==> config.mk <==
export PLATFORM = sky130hd
export DESIGN_NAME = eth_pcs_tx_gearbox_mw
export DESIGN_NICKNAME = d
export VERILOG_FILES = /design/src/rtl/eth_pcs_params.sv /design/src/rtl/eth_pcs_tx_gearbox_cnt.sv /design/src/rtl/eth_pcs_tx_gearbox_mw.sv
export SDC_FILE = /design/constraint.sdc
export NUM_CORES = 1
export LEC_CHECK = 0
export ABC_AREA = 1
export BUFFER_PORTS_ARGS = -buffer_cell sky130_fd_sc_hd__buf_2
export CAP_MARGIN = 20
export CORE_MARGIN = 5
export CORE_UTILIZATION = 45
export CTS_CLUSTER_DIAMETER = 30
export DETAILED_ROUTE_END_ITERATION = 6
export PLACE_DENSITY = 0.67
export SLEW_MARGIN = 15
export SYNTH_ARGS = -nofsm -noshare
export SYNTH_HDL_FRONTEND = slang
export SYNTH_SLANG_ARGS = --single-unit
==> constraint.sdc <==
create_clock -name i_clk -period 2.8 [get_ports i_clk]
set_clock_uncertainty 0.15 [all_clocks]
set_input_delay 0 -clock i_clk [delete_from_list [all_inputs] [get_ports i_clk]]
set_output_delay 0 -clock i_clk [all_outputs]
set_load 0.05 [all_outputs]
==> src/rtl/eth_pcs_params.sv <==
// Shared constants and helpers for the 64b/66b PCS TX path.
// Block geometry, gearbox period and bit-order utilities.
package eth_pcs_params;

  localparam int PCS_W_SYNC   = 2;
  localparam int PCS_W_BLK    = 64;
  localparam int TX_GB_PERIOD = 33;

  // Width of a slice-index counter; never narrower than 1 bit.
  function automatic int tcnt_w(input int tpb);
    return (tpb <= 1) ? 1 : $clog2(tpb);
  endfunction

  // Mirror the low w bits of d; upper bits come back zero.
  function automatic logic [63:0] reverse(
    input logic [63:0] d,
    input int          w
  );
    logic [63:0] r;
    r = '0;
    for (int i = 0; i < 64; i++) begin
      if (i < w) r[i] = d[w-1-i];
    end
    return r;
  endfunction

endpackage

==> src/rtl/eth_pcs_tx_gearbox_cnt.sv <==
// Gearbox period counter: upstream enable, slice index,
// block-start strobe and block index within the period.
module eth_pcs_tx_gearbox_cnt
  import eth_pcs_params::*;
#(
  parameter int TPB = 2,
  parameter int TW  = 1
) (
  input  logic          i_clk,
  input  logic          i_reset_n,
  output logic          o_clk_en,
  output logic [TW-1:0] o_trans_cnt,
  output logic          o_blk_start,
  output logic [4:0]    o_blk_idx
);

  localparam int CW = $clog2(TX_GB_PERIOD);
  localparam int SH = $clog2(TPB);
  localparam logic [CW-1:0] LAST =
    CW'(TX_GB_PERIOD - 1);

  logic [CW-1:0] q_cnt;

  always_ff @(posedge i_clk or negedge i_reset_n) begin
    if (!i_reset_n) begin
      q_cnt <= '0;
    end else if (q_cnt == LAST) begin
      q_cnt <= '0;
    end else begin
      q_cnt <= q_cnt + CW'(1);
    end
  end

  // TPB is a power of two, so the modulo is a bit slice.
  if (TPB == 1) begin : g_one
    assign o_trans_cnt = '0;
  end else begin : g_mod
    assign o_trans_cnt = q_cnt[TW-1:0];
  end

  assign o_clk_en    = (q_cnt != LAST);
  assign o_blk_start = o_clk_en &&
                       (o_trans_cnt == '0);
  assign o_blk_idx   = 5'(q_cnt >> SH);

endmodule

==> src/rtl/eth_pcs_tx_gearbox_mw.sv <==
// 66b -> W_PMA TX gearbox with upstream throttling.
// In: i_clk, i_reset_n, i_valid, i_sync_data, i_scr_data.
// Out: o_clk_en, o_trans_cnt, o_blk_start, o_pma_data, o_err.
module eth_pcs_tx_gearbox_mw
  import eth_pcs_params::*;
#(
  parameter int W_PMA     = 32,
  parameter int W_SYNC    = 2,
  parameter int W_BLK     = 64,
  parameter bit MSB_FIRST = 1'b0,
  localparam int TW = tcnt_w(W_BLK / W_PMA)
) (
  input  logic              i_clk,
  input  logic              i_reset_n,
  input  logic              i_valid,
  input  logic [W_SYNC-1:0] i_sync_data,
  input  logic [W_PMA-1:0]  i_scr_data,
  output logic              o_clk_en,
  output logic [TW-1:0]     o_trans_cnt,
  output logic              o_blk_start,
  output logic [W_PMA-1:0]  o_pma_data,
  output logic              o_err
);

  localparam int TPB = W_BLK / W_PMA;
  localparam int BW  = 2 * W_PMA + W_SYNC;
  localparam int FW  = $clog2(W_PMA + 1);

  if (!(W_PMA == 16 || W_PMA == 32 ||
        W_PMA == 64)) begin : g_bad_w
    $error("W_PMA must be 16, 32 or 64");
  end
  if (W_SYNC != PCS_W_SYNC) begin : g_bad_s
    $error("W_SYNC must be 2");
  end
  if (W_BLK != PCS_W_BLK) begin : g_bad_b
    $error("W_BLK must be 64");
  end

  logic [4:0]    blk_idx;
  logic [BW-1:0] q_buf;
  logic [BW-1:0] d_buf;
  logic [BW-1:0] app;
  logic [FW-1:0] q_fill;
  logic [FW-1:0] d_fill;
  logic          bad;
  logic [63:0]   rev;

  eth_pcs_tx_gearbox_cnt #(
    .TPB (TPB),
    .TW  (TW)
  ) u_cnt (
    .i_clk       (i_clk),
    .i_reset_n   (i_reset_n),
    .o_clk_en    (o_clk_en),
    .o_trans_cnt (o_trans_cnt),
    .o_blk_start (o_blk_start),
    .o_blk_idx   (blk_idx)
  );

  // q_fill counts bits held beyond the word now on the output.
  // A missing slice is replaced by zeros so alignment holds.
  always_comb begin
    app    = '0;
    d_fill = q_fill;
    bad    = o_clk_en && !i_valid;
    if (o_clk_en && i_valid) begin
      if (o_blk_start) begin
        app = BW'({i_scr_data, i_sync_data});
      end else begin
        app = BW'(i_scr_data);
      end
    end
    if (!o_clk_en) begin
      d_fill = '0;
    end else if (o_blk_start) begin
      d_fill = q_fill + FW'(W_SYNC);
    end
    d_buf = (q_buf >> W_PMA) | (app << q_fill);
  end

  always_ff @(posedge i_clk or negedge i_reset_n) begin
    if (!i_reset_n) begin
      q_buf  <= '0;
      q_fill <= '0;
      o_err  <= 1'b0;
    end else begin
      q_buf  <= d_buf;
      q_fill <= d_fill;
      if (bad) o_err <= 1'b1;
    end
  end

  always_comb begin
    rev = reverse(64'(q_buf[W_PMA-1:0]), W_PMA);
    if (MSB_FIRST) begin
      o_pma_data = rev[W_PMA-1:0];
    end else begin
      o_pma_data = q_buf[W_PMA-1:0];
    end
  end

  // The pause drains exactly one word of surplus.
  a_fill_pause: assert property (
    @(posedge i_clk) disable iff (!i_reset_n)
    !o_clk_en |-> (q_fill == FW'(W_PMA)));

  a_fill_blk: assert property (
    @(posedge i_clk) disable iff (!i_reset_n)
    o_blk_start |-> (q_fill == FW'({blk_idx, 1'b0})));

endmodule

# Yosys cells after proc, flatten, opt, wreduce, memory -nomap -nowiden
# Index checks and enable logic that the tools add are counted.
[word_totals]
reg_bits = 79
input_bits = 37
output_inout_bits = 36
wordCells = 21
[classes]
add_sub_neg = 2
eq_ne = 3
shift = 1
mux = 5
bitwise_logic = 2
n_reduce_logical = 4
[op_table]
columns = ["cell", "n"]
rows = [
  ["66-bit two-way mux", 1],
  ["34-bit by 66-bit bitwise OR with 66-bit output", 1],
  ["66-bit by 6-bit left shift with 66-bit output", 1],
  ["34-bit two-way mux", 1],
  ["6-bit two-way mux", 3],
  ["6-bit by 1-bit adder with 6-bit output (second input constant)", 1],
  ["6-bit by 2-bit adder with 6-bit output (second input constant)", 1],
  ["6-bit equality test (second input constant)", 1],
  ["6-bit inequality test (second input constant)", 1],
  ["1-bit logical AND", 3],
  ["2-bit by 1-bit inequality test with 1-bit output (second input constant)", 1],
  ["1-bit zero test", 1],
  ["1-bit inverter", 1],
]

# Depth between registers and ports, before layout
# Gate-level depths: netlist of run 1.
[logic_depth]
depth_word = 6
depth_mapped = 15
mapped_depth_nobuf = 13

# By module
# Synthesis of run 1 repeated with hierarchy kept, for this count alone.
[hier_totals]
cells_unflattened = 818
area_unflattened_um2 = 5947.0
[by_module_without_submodules]
columns = ["mod", "instances", "cells_per_inst", "area_per_inst_um2", "seq_area_each_um2"]
rows = [
  ["eth_pcs_tx_gearbox_mw", 1, 788, 5662.9, 1801.7],
  ["eth_pcs_tx_gearbox_cnt", 1, 30, 284.0, 150.1],
]

# Worst setup path before layout of run 1
# No wires, ideal clock.
[synth_timing]
path_type = "reg2reg"
start = "register u_cnt.q_cnt[0]"
end = "register q_buf[7]"
setup_ns = 0.120
t_arrival_ns = 2.293
t_required_ns = 2.530
setup_slack_ns = 0.237
stages_incl_launch_ff = 15
path_buffers = 2
synth_period_minus_slack_ns = 2.563
cell_sequence = "dfrtp_1 buf_2 inv_2 ha_1 nand2_1 inv_1 nand3_4 nand2_4 buf_6 nand2_1 nand3_1 nand3_1 nand2_1 nor2_1 a31o_2"
[synth_via]
elab_chain_cells = 6
elab_cells_between_ends = 8
classes_between = "1 x eq/ne; 1 x shift; 2 x mux; 2 x bitwise; 2 x reduce/logical"
[synth_lines]
columns = ["item", "line_no", "rtl"]
rows = [
  ["start, declared", "eth_pcs_tx_gearbox_cnt.sv:22", "logic [CW-1:0] q_cnt;"],
  ["start signal, assigned", "eth_pcs_tx_gearbox_cnt.sv:30", "q_cnt <= q_cnt + CW'(1);"],
  ["6-bit inequality test *", "eth_pcs_tx_gearbox_cnt.sv:41", "assign o_clk_en = (q_cnt != LAST);"],
  ["net o_clk_en", "eth_pcs_tx_gearbox_mw.sv:18", "output logic o_clk_en,"],
  ["1-bit logical AND", "eth_pcs_tx_gearbox_cnt.sv:42", "assign o_blk_start = o_clk_en &&"],
  ["34-bit two-way mux", "eth_pcs_tx_gearbox_mw.sv:68", "if (o_blk_start) begin"],
  ["66-bit two-way mux *", "eth_pcs_tx_gearbox_mw.sv:67", "if (o_clk_en && i_valid) begin"],
  ["66-bit by 6-bit left shift with 66-bit output *", "eth_pcs_tx_gearbox_mw.sv:79", "d_buf = (q_buf >> W_PMA) | (app << q_fill);"],
  ["34-bit by 66-bit bitwise OR with 66-bit output *", "eth_pcs_tx_gearbox_mw.sv:79", ""],
  ["net d_buf[7]", "eth_pcs_tx_gearbox_mw.sv:42", "logic [BW-1:0] d_buf;"],
  ["end signal, assigned", "eth_pcs_tx_gearbox_mw.sv:88", "q_buf <= d_buf;"],
  ["end, declared", "eth_pcs_tx_gearbox_mw.sv:41", "logic [BW-1:0] q_buf;"],
]
# Mark *: on every way through the listed nets, which the timed path passes. The rest lies on a longest branch.
# A chain may end at the register's enable or synchronous reset.

# Final worst setup path of run 1
[layout_timing]
start = "register u_cnt.q_cnt[0]"
end = "register q_buf[21]"
[layout_via]
elab_chain_cells = 6
elab_cells_between_ends = 8
classes_between = "1 x eq/ne; 1 x shift; 2 x mux; 2 x bitwise; 2 x reduce/logical"
[layout_lines]
columns = ["item", "line_no"]
rows = [
  ["6-bit inequality test or 1-bit inverter (tied branches)", "eth_pcs_tx_gearbox_cnt.sv:41, eth_pcs_tx_gearbox_cnt.sv:43"],
  ["1-bit logical AND", "eth_pcs_tx_gearbox_cnt.sv:42"],
  ["34-bit two-way mux", "eth_pcs_tx_gearbox_mw.sv:68"],
  ["66-bit two-way mux *", "eth_pcs_tx_gearbox_mw.sv:67"],
  ["66-bit by 6-bit left shift with 66-bit output *", "eth_pcs_tx_gearbox_mw.sv:79"],
  ["34-bit by 66-bit bitwise OR with 66-bit output *", "eth_pcs_tx_gearbox_mw.sv:79"],
  ["net d_buf[21]", "eth_pcs_tx_gearbox_mw.sv:42"],
]
# Marked as above.

==> impl_metrics.ini, run 1 <==
[timing]
worst_slew_pin_slew_ns = 0.8738
drv_slew = 0
rsz0062_at_grt = false
slew_headroom_pct = 41.68
fin_ws_ns = 0.3162
fmax_mhz = 402.6
layout_min_cycle_time_ns = 2.484
setup_tns_ns = 0
finalHoldViolCount = 0
setup_viol = 0
final.period_utilization_pct = 88.71

[floorplanning]
io-pin-count = 73
dieHeight_um = 121.0
coreArea_sq_um = 12060
rows = 40
die-area_sq_um = 14650
chipWidth_um = 121.0
initial_core_util_pct = 46.01

[critical_path]
critPathMostFrequentCell = nand3_1
ff2ff_path_depth = 13
crit_family = simple AND/OR/NAND/NOR gates
cp_data_required_time_ns = 2.86
end_kind = flip-flop
rrSetupSlack_ns = 0.32
r2r-end = q_buf[21]
critical_path_buf_inv_count = 2
cpPeakStageDelay_ns = 0.39
crit_path_top_delay_cell = dfrtp_1
cp.arrival_ns = 2.55
worstSetupPathType = flip-flop to flip-flop
crit_chain = inv_2, ha_1, nand2_1, inv_1, nand3_4, nand2_4, nand2_1, nand3_1, nand3_1, nand3_1, nand3_1, nand3_1, nand2_1
critPathLaunchType = flip-flop
crit_fanout = 35
r2r_start = u_cnt.q_cnt[0]

[synthesis]
ys_ff_latch = 78
yosysSeqAreaShare_pct = 35.17
synth_mux_area_share_pct = 0
synth_top_family_by_area = simple AND/OR/NAND/NOR gates
synth_xor_area_share_pct = 0.3157
synth_cells = 834
yosys.area_share.adder_pct = 0.6764
post_synth.cell_area_avg_sq_um = 6.654
synthArstFlopShare_pct = 100.0
yosys_warnings = 0
synth_edf_count = 0
synth_flop_cell = dfrtp_1
synth_compound_area_share_pct = 4.848
yosys.cell_types.count = 33
syn_nets = 874
syn_area_sq_um = 5549
synth-simple-area-share_pct = 45.12

[global_route]
grt_pass1_wl_mm = 27.71
overflow = 0
grt_pass1_vias = 5136
track_usage_pct = 24.12
grt_max_degree = 62
antenna_found_initial = 0

[worst_hold_path]
hp-start = i_scr_data[30]
min_path_type = input port to flip-flop
hold_end = q_buf[62]
min_path_cells = 7

[route]
ant_nets = 0
num_vias = 5644
drc_errors = 0
dr.pass1.iters = 6
drt_wl_total_mm = 17.22
avgRoutedWirePerCell_um = 16.90
drt_iter0_drc = 912
viasPerCell = 5.539

[finish]
final_common_cell = nand3_1
area_growth_pct = 9.267
layout_common_cells = nand3_1 (273), nand2_1 (174), nor2_1 (85), dfrtp_1 (78), buf_2 (71)
nNetsFinal = 888
antenna_cells = 0
drive_above_1_share_pct = 13.63

[run]
cap_violations = 0

[power_and_ir_drop]
cellLeakagePower_uw = 0.003131
vdd.ir_drop.worst_v = 0.0002393
totalPowerFinal_uw = 2769
p_per_area_nw_per_um2 = 456.7

[clocking]
postCtsSetupRepairBufs = 0
cts_sinks = 78
cts-root-buf = clkbuf_16
htree_levels = 3
cts_tree = done
clk_latency_ns = 0.34
clk_path_buf_depth = 2
cts_resized = 0
clk_pin_slew_worst_paths_ns = 0.07
cts_buffers = 9

[placement]
dp_hpwl_mm = 12.34
port_buffers = 72
place.gp.congestion = 0.9804
place_ws_ns = 0.4037

[outcome]
outcome = complete, no violations
## timing repair
action                     4_1_cts  5_1_grt
hold endpoints to repair        60        0
setup endpoints to repair        0        0
hold buffers                     2        0
## final cells by class
type,count,area (sq um)
fill,1251,5998
multi-input combinational,600,2828
tap,168,210.2
sequential,78,1952
timing repair buffer,90,503.0
clock inverter,4,72.57
inverter,69,259.0
clock buffer,10,239.0
## cells in the mapped netlist (6+ instances only)
library cell / count / area share [%]
nand2_1: 174 / 12
clkbuf_1: 26 / 1.8
nand3_1: 273 / 25
inv_1: 66 / 4.5
nand4_1: 9 / 1.0
o21ai_0: 6 / 0.54
buf_6: 6 / 1.2
buf_1: 8 / 0.54
buf_4: 32 / 4.3
buf_2: 15 / 1.4
nor2_1: 85 / 5.7
o21bai_1: 14 / 1.9
dfrtp_1: 78 / 35
## registers in the layout, summed over array words and instances, names as in the netlist
| name | cells |
|---|---|
| o_err | 1 |
| q_fill | 5 |
| u_cnt.q_cnt | 6 |
| q_buf | 66 |
## per-stage QoR
stage               instance area, sq um  utilization (%)  cells  hold slack [ns]
floorplan                           5549                -    834          -0.4456
global placement                    5732            47.52   1003         -0.03794
detailed placement                  5732            47.52   1003         -0.02226
CTS                                 6063            50.27   1019          0.03683
global route                        6063            50.27   1019           0.1187
finish                              6063            50.27   1019          0.03697
## report_power, final
group / internal [uW] / switching [uW]
sequential: 1160 / 7.61
combinational: 102 / 262
clock: 793 / 443
total: 2060 / 712
## layer usage
| metal | up-vias | track usage, % | wire length (um) |
|---|---|---|---|
| li1 | 2736 | - | - |
| met1 | 2541 | 36.06 | 7879 |
| met2 | 323 | 33.59 | 7032 |
| met3 | 44 | 4.382 | 1599 |
| met4 | 0 | 10.76 | 710 |
| met5 | - | 0 | 0 |
## how the worst max path moves through the flow
| stage | start | end | slack, ns | cells past startpoint |
|---|---|---|---|---|
| after floorplan | u_cnt.q_cnt[0] | q_buf[7] | 0.24 | 14 |
| after global placement | u_cnt.q_cnt[0] | q_buf[14] | 0.39 | 13 |
| after detailed placement | u_cnt.q_cnt[0] | q_buf[14] | 0.40 | 13 |
| after CTS | u_cnt.q_cnt[0] | q_buf[14] | 0.37 | 13 |
| after global routing | u_cnt.q_cnt[0] | q_buf[25] | 0.06 | 13 |
| final | u_cnt.q_cnt[0] | q_buf[21] | 0.32 | 13 |
## cell families after synthesis
group                      after synthesis
buffers and inverters                  156
and+or+nand+nor                        555
xor gates and xnor gates                 2
DFF                                     78
adders and majority gates                3
AOI/OAI and AO/OA                       40
## worst reg2reg max path: stages (launching register included)
cell and delay [ns]:
dfrtp_1 0.39, inv_2 0.13, ha_1 0.16, nand2_1 0.05, inv_1 0.08, nand3_4 0.12, nand2_4 0.33, nand2_1 0.14
nand3_1 0.14, nand3_1 0.20, nand3_1 0.16, nand3_1 0.13, nand3_1 0.12, nand2_1 0.07
Power figures use the tool's default switching activity.
==> inputs of run 2 (changes only) <==
- CELL_PAD_IN_SITES_DETAIL_PLACEMENT: default -> 0
- CELL_PAD_IN_SITES_GLOBAL_PLACEMENT: default -> 1
- CORE_UTILIZATION: 45 -> 42
- PLACE_DENSITY: 0.67 -> 0.83
==> run 2 against run 1 <==
Compared with the run above:
- the run now ends with DRC left
- die area increased by 6.5%
- final area decreased by 0.35%
- critical path depth unchanged
- utilization decreased by 4.1 points
- critical path type unchanged
- critical endpoint is now q_buf[29]
- highest routed layer unchanged
==> impl_metrics.ini, run 2 (same netlist as run 1, synthesis figures left out) <==
[floorplanning]
coreArea_sq_um = 13090
chipWidth_um = 124.9
io-pin-count = 73
initial_core_util_pct = 42.41
dieHeight_um = 124.9
die-area_sq_um = 15610
rows = 42

[timing]
worst_slew_pin_slew_ns = 0.5706
fmax_mhz = 400.2
holdWs_ns = 0.04171
rsz0062_at_grt = false
fin_ws_ns = 0.3015
layout_min_cycle_time_ns = 2.499
setup_tns_ns = 0
setup_viol = 0
slew_headroom_pct = 61.96
final.period_utilization_pct = 89.23
finalHoldViolCount = 0
drv_slew = 0

[outcome]
violations = DRC
outcome = finished with violations

[power_and_ir_drop]
vdd.ir_drop.worst_v = 0.0002453
comb_power_share_pct = 14.0
intPower_uw = 1903
cellLeakagePower_uw = 0.003118
p_per_area_nw_per_um2 = 432.2
pwr-share-seq_pct = 44.8
switching_power_uw = 708.4
pwr-share-clk_pct = 41.2
p_sw_share_pct = 27.13

[critical_path]
r2r_start = u_cnt.q_cnt[0]
critPathLaunchType = flip-flop
rrSetupSlack_ns = 0.30
crit_fanout = 35
cp.arrival_ns = 2.57
worstSetupPathType = flip-flop to flip-flop
ff2ff_path_depth = 13
end_kind = flip-flop
r2r-end = q_buf[29]
cp_data_required_time_ns = 2.88

[finish]
design_area_sq_um = 6042
layout_common_cells = nand3_1 (273), nand2_1 (174), nor2_1 (85), dfrtp_1 (78), buf_2 (71)
antenna_cells = 0
largest_reg_flops = 66
area_growth_pct = 8.884
nNetsFinal = 887
drive_above_1_share_pct = 13.63
final_common_cell = nand3_1
nFillCells = 1398
top_regs = q_buf x66, u_cnt.q_cnt x6, q_fill x5
top_register = q_buf

[clocking]
cts-root-buf = clkbuf_16
cts_tree = done
clk_latency_ns = 0.34
clk_path_buf_depth = 2
htree_levels = 3
cts_sinks = 78
postCtsSetupRepairBufs = 0
cts_buffers = 9
clk_pin_slew_worst_paths_ns = 0.06

[route]
drc_errors = 4
drt_wl_total_mm = 18.09
avgRoutedWirePerCell_um = 17.62
drt_iter0_drc = 561
dr.pass1.iters = 7
viasPerCell = 5.486
num_vias = 5634
ant_nets = 0

[global_route]
track_usage_pct = 23.24
grt_pass1_vias = 5305
antenna_found_initial = 0
grt_pass1_wl_mm = 29.15
grt_max_degree = 79
overflow = 0

[run]
cap_violations = 0

[placement]
place.gp.congestion = 0.9991
dpl_cell_area_sq_um = 5727
dp_hpwl_mm = 13.03
port_buffers = 72
place_ws_ns = 0.3459

[worst_hold_path]
min_path_type = input port to async pin
[run 2: changes by cell type in the layout (fill, tap and decap cells not counted)]
cell,before,now
clkbuf_8,1,2
buf_12,0,1
bufinv_16,2,0
buf_4,17,15
clkinv_2,1,3
[run 2: timing repair]
| action | CTS | global route |
|---|---|---|
| endpoints found under the hold margin | 79 | 0 |
| gates resized for setup | 0 | 0 |
| hold buffers | 2 | 0 |
[run 2: power by group through the flow]
stage               combinational (uW)  clock [uW]  sequential (uW)
CTS                                361        1110             1170
global route                       401        1150             1170
detailed placement                 358           0             1190
floorplan                          269           0             1190
finish                             364        1080             1170
global placement                   358           0             1190
[run 2: metrics by stage]
step | power [uW] | utilization, % | instances
4_1_cts | 2639 | 46.02 | 1026
2_1_floorplan | 1458 | - | 834
3_5_place_dp | 1549 | 43.77 | 1009
3_3_place_gp | 1549 | 43.77 | 1009
6_report | 2611 | 46.18 | 1027
5_1_grt | 2728 | 46.18 | 1027
[run 2: final cells by class]
class	instances	area [sq um]	share of cell area [%]
Clock buffer	11	252.7	4.183
Clock inverter	4	22.52	0.3727
Inverter	69	259.0	4.287
Multi-Input combinational cell	600	2828	46.80
Sequential cell	78	1952	32.30
Tap cell	176	220.2	3.645
Timing Repair Buffer	89	508.0	8.408
[run 2: worst max path at each step]
stage | start | end | slack [ns] | depth (start not counted)
finish | u_cnt.q_cnt[0] | q_buf[29] | 0.30 | 13
global route | u_cnt.q_cnt[0] | q_buf[29] | 0.06 | 13
CTS | u_cnt.q_cnt[0] | q_buf[23] | 0.32 | 13
detailed placement | u_cnt.q_cnt[0] | q_buf[23] | 0.35 | 13
global placement | u_cnt.q_cnt[0] | q_buf[21] | 0.35 | 13
floorplan | u_cnt.q_cnt[0] | q_buf[7] | 0.24 | 14
[run 2: worst max-delay path, stage by stage (launching register included)]
cell and delay (ns):
dfrtp_1 0.39, inv_2 0.13, ha_1 0.16, nand2_1 0.05, inv_1 0.08, nand3_4 0.12
nand2_4 0.32, nand2_1 0.13, nand3_1 0.16, nand3_1 0.20, nand3_1 0.20, nand3_1 0.11
nand3_1 0.11, nand2_1 0.05
[run 2: layer usage]
| layer | global-route usage, % | part of all wire (%) | vias up |
|---|---|---|---|
| met5 | 0 | 0 | - |
| met4 | 7.015 | 2.0 | 0 |
| met3 | 5.501 | 9.3 | 24 |
| met2 | 34.13 | 43 | 267 |
| met1 | 34.06 | 45 | 2607 |
| li1 | - | - | 2736 |
==> inputs of run 3 (changes only) <==
- CORE_MARGIN: 5 -> 2
==> run 3 against run 2 <==
Compared with the run above:
- the flow now finishes without violations
- non-clock buffer count up 3
- sequential share of layout area down 0.25 points
- wire length increased by 1.3%
- worst hold slack better by 0.036 ns
- critical endpoint is now q_buf[17]
==> impl_metrics.ini, run 3 (same netlist as run 1, synthesis figures left out) <==
[clocking]
clk_pin_slew_worst_paths_ns = 0.06
postCtsSetupRepairBufs = 0
clk_path_buf_depth = 2
cts_sinks = 78
cts-root-buf = clkbuf_16
cts_resized = 0
cts_tree = done
htree_levels = 3
cts_buffers = 9
clk_latency_ns = 0.35

[global_route]
grt_pass1_vias = 5331
overflow = 0
track_usage_pct = 27.13
grt_pass1_wl_mm = 29.69
grt_max_degree = 79
antenna_found_initial = 0

[route]
drt_iter0_drc = 684
num_vias = 5613
drc_errors = 0
ant_nets = 0
dr.pass1.iters = 5
avgRoutedWirePerCell_um = 17.84
drt_wl_total_mm = 18.32
viasPerCell = 5.465

[timing]
drv_slew = 0
rsz0062_at_grt = false
setup_tns_ns = 0
slew_headroom_pct = 54.14
setup_viol = 0
worst_slew_pin_slew_ns = 0.6821
layout_min_cycle_time_ns = 2.539
final.period_utilization_pct = 90.68
finalHoldViolCount = 0
holdWs_ns = 0.07769
fmax_mhz = 393.8

[floorplanning]
dieHeight_um = 118.9
coreArea_sq_um = 12770
io-pin-count = 73
chipWidth_um = 118.9
rows = 41
die-area_sq_um = 14150
initial_core_util_pct = 43.44

[finish]
nFillCells = 1351
final_common_cell = nand3_1
fin_util_pct = 47.67
multi_input_area_sq_um = 2828
largest_reg_flops = 66
top_register = q_buf
antenna_cells = 0
top_regs = q_buf x66, u_cnt.q_cnt x6, q_fill x5
layout_common_cells = nand3_1 (273), nand2_1 (174), nor2_1 (85), dfrtp_1 (78), buf_2 (71)
seq_area_sq_um = 1952
drive_above_1_share_pct = 13.57
design_area_sq_um = 6090
nNetsFinal = 890
area_growth_pct = 9.741

[critical_path]
cp_data_required_time_ns = 2.89
cp.arrival_ns = 2.62
crit_path_top_delay_cell = dfrtp_1
crit_family = simple AND/OR/NAND/NOR gates
end_kind = flip-flop
crit_chain = inv_2, ha_1, nand2_1, inv_1, nand3_4, nand2_4, nand2_1, nand3_1, nand3_1, nand3_1, nand3_1, nand3_1, nand2_1
worstSetupPathType = flip-flop to flip-flop
cpPeakStageDelay_ns = 0.38
critPathLaunchType = flip-flop
critical_path_buf_inv_count = 2
crit_fanout = 35
critPathMostFrequentCell = nand3_1

[placement]
port_buffers = 72
dpl_cell_area_sq_um = 5762
place.gp.congestion = 0.9668
dp_hpwl_mm = 13.52

[power_and_ir_drop]
vdd.ir_drop.worst_v = 0.0002254
cellLeakagePower_uw = 0.003138
p_per_area_nw_per_um2 = 430.0
totalPowerFinal_uw = 2619

[run]
cap_violations = 0

[outcome]
outcome = complete, no violations

[worst_hold_path]
min_path_type = input port to flip-flop
[run 3: changes by cell type in the layout (fill, tap and decap cells not counted), sizes merged]
cell         before  now
clkinvlp          1    2
clkinv            5    3
buf              87   89
clkbuf           11   13
dlygate4sd3       2    3
[run 3: path summary, 6_finish.rpt]
check / end / cells after the start / start / slack, ns
worst min-delay path: q_buf[47] / 7 / i_scr_data[31] / 0.08
worst max register to register: q_buf[17] / 13 / u_cnt.q_cnt[0] / 0.26
min in group asynchronous: o_err / 3 / i_reset_n / 0.46
worst max-delay path: q_buf[17] / 13 / u_cnt.q_cnt[0] / 0.26
max in group asynchronous: q_buf[9] / 4 / i_reset_n / 1.46
worst min register to register: q_buf[24] / 2 / q_buf[56] / 0.29
[run 3: final cells by class]
cell class | count | area share [%]
Sequential cell | 78 | 32.05
Multi-Input combinational cell | 600 | 46.44
Timing Repair Buffer | 92 | 9.287
Tap cell | 172 | 3.534
Clock inverter | 3 | 0.3287
Inverter | 69 | 4.253
Clock buffer | 13 | 4.109
[run 3: what timing repair did]
action                     CTS  global route
hold endpoints to repair    79            16
hold buffers                 2             1
setup endpoints to repair    0             0
[run 3: report_power, final]
group,total (uW),internal [uW],switching (uW)
combinational,368,105,263
sequential,1170,1160,9.18
clock,1080,623,456
total,2620,1890,728
[run 3: worst reg2reg max path, delay by kind of cell, from the launching register on]
kind	cells	cell delay, ns
AND/OR/NAND/NOR	10	1.53
buffers and inverters	2	0.21
adder cells (fa/ha/maj)	1	0.16
flip-flops	1	0.38
[run 3: per-stage QoR]
step / instances / worst slack (ns)
3_5_place_dp: 1007 / 0.2968
2_1_floorplan: 834 / 0.2369
3_3_place_gp: 1007 / 0.3430
4_1_cts: 1025 / 0.2961
6_report: 1027 / 0.2608
5_1_grt: 1027 / 0.02973
[run 3: layer usage]
layer  part of all wire (%)  track usage, %  up-vias  wire, um
met5                      0               0        -         0
met4                    3.5           11.16        0       633
met3                    7.7           6.561       39      1419
met2                     43           38.90      242      7792
met1                     46           38.91     2579      8479
li1                       -               -     2753         -
